**src/rtl/core_pipe_ctrl_pkg.sv**
```systemverilog
// Shared encodings for the pipeline controller: hold levels, FSM states and
// the hold-flag bus width used by the PC/IF/ID registers.
package core_pipe_ctrl_pkg;

  localparam int HOLD_FLAG_BUS_W = 3;
  localparam int DRAIN_CNT_W     = 3;

  typedef logic [HOLD_FLAG_BUS_W-1:0] hold_t;

  // A stage freezes when the hold level is >= its own level.
  localparam hold_t HOLD_NONE = 3'd0;
  localparam hold_t HOLD_PC   = 3'd1;
  localparam hold_t HOLD_IF   = 3'd2;
  localparam hold_t HOLD_ID   = 3'd3;

  // Legacy name still referenced by the PC register.
  localparam hold_t HoldPc = HOLD_PC;

  typedef enum logic [1:0] {
    ST_RUN   = 2'd0,
    ST_DRAIN = 2'd1,
    ST_TRAP  = 2'd2,
    ST_HALT  = 2'd3
  } state_e;

  function automatic logic [DRAIN_CNT_W-1:0] drain_init(input int cycles);
    return DRAIN_CNT_W'(cycles - 1);
  endfunction

endpackage

```
**src/rtl/core_pipe_ctrl.sv**
```systemverilog
// Pipeline controller: merges execute jumps and stalls into the PC/IF/ID
// redirect and hold controls, and sequences interrupt entry and debug halt.
module core_pipe_ctrl #(
  parameter int                ADDR_W       = 32,
  parameter int                HOLD_W       = 3,
  parameter int                DRAIN_CYCLES = 2,
  parameter logic [ADDR_W-1:0] RST_ADDR     = '0
) (
  input  logic              clk,
  input  logic              rst,
  input  logic [ADDR_W-1:0] pc_in,
  input  logic              ex_jump_flag_in,
  input  logic [ADDR_W-1:0] ex_jump_addr_in,
  input  logic              ex_hold_req_in,
  input  logic              bus_hold_req_in,
  input  logic              int_req_in,
  input  logic [ADDR_W-1:0] int_addr_in,
  input  logic              dbg_halt_req_in,
  output logic              jump_flag_out,
  output logic [ADDR_W-1:0] jump_addr_out,
  output logic [HOLD_W-1:0] hold_flag_out,
  output logic              int_ack_out,
  output logic [ADDR_W-1:0] epc_out,
  output logic              halted_out
);

  import core_pipe_ctrl_pkg::*;

  state_e                  state_reg, state_next;
  logic [DRAIN_CNT_W-1:0]  cnt_reg, cnt_next;
  logic [ADDR_W-1:0]       int_addr_reg, int_addr_next;
  logic [ADDR_W-1:0]       epc_reg, epc_next;
  hold_t                   hold_lvl;
  logic                    any_stall;

  // An interrupt is only accepted on a quiet cycle; otherwise it stays pending.
  assign any_stall = ex_jump_flag_in | ex_hold_req_in | bus_hold_req_in;

  always_ff @(posedge clk) begin
    if (rst) begin
      state_reg    <= ST_RUN;
      cnt_reg      <= '0;
      int_addr_reg <= '0;
      epc_reg      <= RST_ADDR;
    end else begin
      state_reg    <= state_next;
      cnt_reg      <= cnt_next;
      int_addr_reg <= int_addr_next;
      epc_reg      <= epc_next;
    end
  end

  always_comb begin
    state_next    = state_reg;
    cnt_next      = cnt_reg;
    int_addr_next = int_addr_reg;
    epc_next      = epc_reg;
    case (state_reg)
      ST_RUN: begin
        if (int_req_in && !any_stall) begin
          state_next    = ST_DRAIN;
          int_addr_next = int_addr_in;
          epc_next      = pc_in;
          cnt_next      = drain_init(DRAIN_CYCLES);
        end else if (dbg_halt_req_in) begin
          state_next = ST_HALT;
        end
      end
      ST_DRAIN: begin
        // A branch retiring during drain redefines where to resume.
        if (ex_jump_flag_in) begin
          epc_next = ex_jump_addr_in;
        end
        if (!bus_hold_req_in) begin
          if (cnt_reg == '0) begin
            state_next = ST_TRAP;
          end else begin
            cnt_next = cnt_reg - 1'b1;
          end
        end
      end
      ST_TRAP: begin
        state_next = ST_RUN;
      end
      ST_HALT: begin
        if (!dbg_halt_req_in) begin
          state_next = ST_RUN;
        end
      end
      default: begin
        state_next = ST_RUN;
      end
    endcase
  end

  always_comb begin
    jump_flag_out = 1'b0;
    jump_addr_out = '0;
    int_ack_out   = 1'b0;
    halted_out    = 1'b0;
    hold_lvl      = HOLD_NONE;
    if (!rst) begin
      case (state_reg)
        ST_RUN: begin
          jump_flag_out = ex_jump_flag_in;
          jump_addr_out = ex_jump_flag_in ? ex_jump_addr_in : '0;
          if (ex_jump_flag_in || ex_hold_req_in) begin
            hold_lvl = HOLD_ID;
          end else if (bus_hold_req_in) begin
            hold_lvl = HOLD_PC;
          end
        end
        ST_DRAIN: begin
          hold_lvl = HOLD_PC;
        end
        ST_TRAP: begin
          jump_flag_out = 1'b1;
          jump_addr_out = int_addr_reg;
          hold_lvl      = HOLD_ID;
          int_ack_out   = 1'b1;
        end
        ST_HALT: begin
          hold_lvl   = HOLD_ID;
          halted_out = 1'b1;
        end
        default: begin
          hold_lvl = HOLD_NONE;
        end
      endcase
    end
  end

  assign hold_flag_out = HOLD_W'(hold_lvl);
  assign epc_out       = epc_reg;

endmodule

```
**config.mk**
```make
export PLATFORM = sky130hd
export DESIGN_NAME = core_pipe_ctrl
export DESIGN_NICKNAME = d
export VERILOG_FILES = /design/src/rtl/core_pipe_ctrl_pkg.sv /design/src/rtl/core_pipe_ctrl.sv
export SDC_FILE = /design/constraint.sdc
export NUM_CORES = 1
export LEC_CHECK = 0
export CORE_ASPECT_RATIO = 1.5
export CORE_MARGIN = 2
export CORE_UTILIZATION = 37
export CTS_CLUSTER_SIZE = 14
export DETAILED_ROUTE_END_ITERATION = 10
export GPL_ROUTABILITY_DRIVEN = 1
export PLACE_DENSITY = 0.76
export SLEW_MARGIN = 20
export SYNTH_ARGS = -nofsm -noshare
export SYNTH_HDL_FRONTEND = slang
export SYNTH_SLANG_ARGS = --single-unit
```
**constraint.sdc**
```tcl
create_clock -name clk -period 1.4 [get_ports clk]
set_input_delay 0.21 -clock clk [delete_from_list [all_inputs] [get_ports clk]]
set_output_delay 0.21 -clock clk [all_outputs]
set_load 0.01 [all_outputs]
```
After elaboration in Yosys (flattened, before gate mapping)

Index checks and enable logic that the tools add are counted.

Register bits: 69
Input bits: 103

$add $sub $neg: 1
Equal/unequal tests: 10
Multiplexer cells: 26
Bitwise operators: 2
Reduce and logical (&&, ||, !) cells: 11

Operators by type and width:

| operator                                                               | count |
|---|---|
| 32-bit two-way mux                                                     | 4 |
| 32-bit one-hot mux with 2 select lines                                 | 2 |
| 2-bit two-way mux                                                      | 6 |
| 3-bit two-way mux                                                      | 4 |
| 2-bit inequality test (second input constant)                          | 6 |
| 3-bit one-hot mux with 3 select lines                                  | 1 |
| 2-bit one-hot mux with 4 select lines                                  | 1 |
| 4-bit AND reduction                                                    | 2 |
| 1-bit two-way mux                                                      | 6 |
| 3-bit one-hot mux with 2 select lines                                  | 1 |
| 2-bit equality test (second input constant)                            | 2 |
| 3-bit logical NOT                                                      | 1 |
| 3-bit inequality test (second input constant)                          | 1 |
| 3-bit AND reduction                                                    | 1 |
| 3-bit by 1-bit subtractor with 3-bit output (second input constant)    | 1 |
| 2-bit by 1-bit equality test with 1-bit output (second input constant) | 1 |
| 2-bit logical NOT                                                      | 1 |
| 1-bit bitwise OR                                                       | 2 |
| 1-bit one-hot mux with 2 select lines                                  | 1 |
| 2-bit AND reduction                                                    | 1 |
| 2-bit nonzero test                                                     | 1 |
| 2-bit OR reduction                                                     | 1 |
| 1-bit logical AND                                                      | 1 |
| 1-bit logical NOT                                                      | 1 |
| 1-bit logical OR                                                       | 1 |

Longest topological paths before layout

Depth after elaboration: 6
Depth in mapped cells: 6
Depth with buffers taken out: 6

Worst setup path after synthesis

Ideal clock, no wire load.

Kind: reg-to-output
Start: reg state_reg[0]
End: out jump_addr_out[11]
Arrival: 1315 ps
Required time: 1190 ps
Setup slack: -125 ps
Stages on the path, launching flop included: 7
Path buffers: 3
Cell sequence: dfxtp_1 buf_2 nor2b_1 clkbuf_1 clkbuf_1 a22oi_1 nor2_1

Cells in the longest elaborated chain, start to end: 3
Elaborated cells on any way between the ends: 4

RTL lines:

| item                                                     | RTL line              | source |
|---|---|---|
| start, declared                                          | core_pipe_ctrl.sv:29  | `state_e state_reg, state_next;` |
| start signal, assigned                                   | core_pipe_ctrl.sv:46  | `state_reg <= state_next;` |
| 2-bit equality test or 2-bit logical NOT (tied branches) | core_pipe_ctrl.sv:103 | `case (state_reg)` |
| 32-bit one-hot mux with 2 select lines *                 | core_pipe_ctrl.sv:103 |  |
| 32-bit two-way mux *                                     | core_pipe_ctrl.sv:102 | `if (!rst) begin` |
| end, declared                                            | core_pipe_ctrl.sv:20  | `output logic [ADDR_W-1:0] jump_addr_out,` |

Mark *: on every way between the ends. The rest lies on a longest branch, timed or not.

Worst setup path in the final report

Start: reg state_reg[0]
End: out jump_addr_out[1]

The elaborated chain is that of the path after synthesis.

==> results.toml <==
[logic_synthesis]
synth_flop_cell = "dfxtp_1"
synthArstFlopShare_pct = 0
synthAdderAreaFrac_pct = 0.6842
yosysWarnings = 0
synth_compound_area_share_pct = 32.71
avgSynthCellArea_um2 = 8.646
synth_most_common_cell = "dfxtp_1"
synth.mux.area_fraction_pct = 8.758
ys_top_cells_by_area = "dfxtp_1 38%, a211oi_1 12%, mux2i_1 8.8%"
synth_top_family_by_area = "compound AO/OA/AOI/OAI gates"
syn_inst = 423
synth_seq_cells = 69
synth.distinct_cells = 39
synth_seq_area_share_pct = 37.77
yosys.area_share.simple_pct = 11.97
synth_common_cells = "69 x dfxtp_1, 57 x a211oi_1, 39 x nor2_1"
synth_area_leader_cell = "dfxtp_1"
synth.cell_area_um2 = 3657
synth_top_area_share_pct = 37.77
synth_edf_count = 0
synth_xor_area_share_pct = 0
syn-num-nets = 528

[die]
rows = 44
ioPinCount = 173
die_w_um = 85.18
die_y_um = 125.8
core_um2 = 9634
start_util_pct = 37.96
die_area_um2 = 10710

[global_routing]
overflow = 0
grtUsageTotal_pct = 34.63
grt_max_degree = 48
antenna_found_initial = 0
grt_pass1_wl_mm = 28.68
grt_pass1_vias = 5186

[drt]
drtIter0Drc = 403
wl_per_cell_um = 28.66
vias_per_cell = 6.594
ant_nets = 0
num_vias = 5183
remaining_drc_errors = 0
dr.pass1.iters = 5
drt_wl_total_mm = 22.53

[sta]
timing.final.crit_share_pct = 138.3
finalCriticalPeriod_ns = 1.936
timing.final.ws_setup_ns = -0.5358
final-setup-viol-count = 106
drv_slew = 0
rsz0062_at_grt = "true"
hold_violations = 0
clock.fmax_mhz = 516.6
fin_tns_setup_ns = -39.23
tightest_slew_ns = 0.8065
slew_headroom_pct = 46.23
holdWs_ns = 0.4453
clock_skew_ns = 0.009359

[pwr]
power_density_nw_per_um2 = 1202
leakage_uw = 0.002990
ir_worst_vdd_mv = 1.078

[clock_tree]
ctsHoldBuffers = 0
cts.sinks = 69
clockBufferDepth = 2
insertion_delay_ns = 0.35
cts_root_buf = "clkbuf_16"
h-tree-depth = 3
cts_tree = "yes"
path_clk_slew_ns = 0.06
numCtsBuffers = 9

[worst_setup_path]
crit_path_start_kind = "register"
cp-end-kind = "primary output"
path_max_fanout = 5
worstSetupPathType = "reg -> out"
crit_arrival_ns = 1.73
critPathRequiredTime_ns = 1.19

[cells_and_area]
nets = 772
antenna_cells = 0
area_delta_synth_final_pct = 127.0
fin_cells = 786
drive_gt1_share_pct = 57.82

[place]
dp_slack_ns = -0.7712
gp_congestion = 0.8106
hpwl_mm = 10.02
dpl.cell_count = 718
portBuffers = 171

[outcome]
violations = "negative setup slack"
status = "complete, but fails checks"

[run]
maxCapViolCount = 0

[worst_hold_path]
hp-class = "in -> reg"
[per-layer routing]
| layer | share of wire [%] | up-vias | global-route usage (%) |
|---|---|---|---|
| met5 | 0 | - | 0 |
| met3 | 8.1 | 129 | 6.815 |
| met4 | 7.4 | 0 | 24.18 |
| met2 | 51 | 415 | 61.40 |
| li1 | - | 2102 | - |
| met1 | 33 | 2537 | 35.70 |
[cells in the final DEF (no fill, tap or decap), types with 22 or more instances in the layout]
cell type	n
nor2_4	32
buf_12	22
mux2i_1	31
dlygate4sd2_1	34
a211oi_2	59
a21oi_2	23
dfxtp_1	66
buf_6	52
buf_4	46
clkdlybuf4s50_1	97
nand3_1	23
a22oi_2	32
[final timing paths]
check             slack, ns          endpoint             start  cells after the start
hold reg to reg        0.48  int_addr_reg[15]  int_addr_reg[15]                      2
hold / removal         0.45  int_addr_reg[16]   int_addr_in[16]                      3
setup / recovery      -0.54  jump_addr_out[1]      state_reg[0]                      7
setup reg to reg      -0.43        epc_out[3]      state_reg[0]                      8
[final cells by class]
class | count | area (um2)
multi-input cells | 300 | 3243
repair buffers | 283 | 3192
flip-flops and latches | 69 | 1393
fillers | 422 | 1334
clock buffers | 10 | 239.0
well taps | 115 | 143.9
clock inverters | 5 | 75.07
inverters | 4 | 15.01
[report_power, final]
part	internal (uW)	switching, uW
Clock	1590	935
Sequential	2150	174
Combinational	2540	2590
[worst max-delay path, cell delays in order (launching register included)]
cell	delay (ns)
dfxtp_4	0.36
buf_12	0.13
nor2b_4	0.22
buf_12	0.16
buf_16	0.12
a22oi_2	0.07
nor2_1	0.13
buf_2	0.16
[per-stage QoR]
| stage | power, uW | cell area, um2 | utilization, % |
|---|---|---|---|
| after floorplan | 3878 | 3971 | - |
| after global placement | 5096 | 6051 | 62.81 |
| after detailed placement | 5165 | 6051 | 62.81 |
| after CTS | 8958 | 7690 | 79.82 |
| after global routing | 10170 | 8300 | 86.16 |
| final | 9975 | 8300 | 86.16 |
[repair_timing]
| item | in CTS | in global routing |
|---|---|---|
| gates resized for setup | 421 | 112 |
| pin swaps | 58 | 102 |
| setup buffers | 33 | 10 |
| cloned | 15 | 3 |
| endpoints found under the setup margin | 138 | 106 |
[cell families after synthesis]
| kind of cell | count (synthesis) |
|---|---|
| compound gates | 174 |
| fa+ha+maj | 2 |
| buf+inv | 57 |
| flops | 69 |
| mux | 32 |
| other cells | 1 |
| simple gates | 88 |
Power figures use the tool's default switching activity.
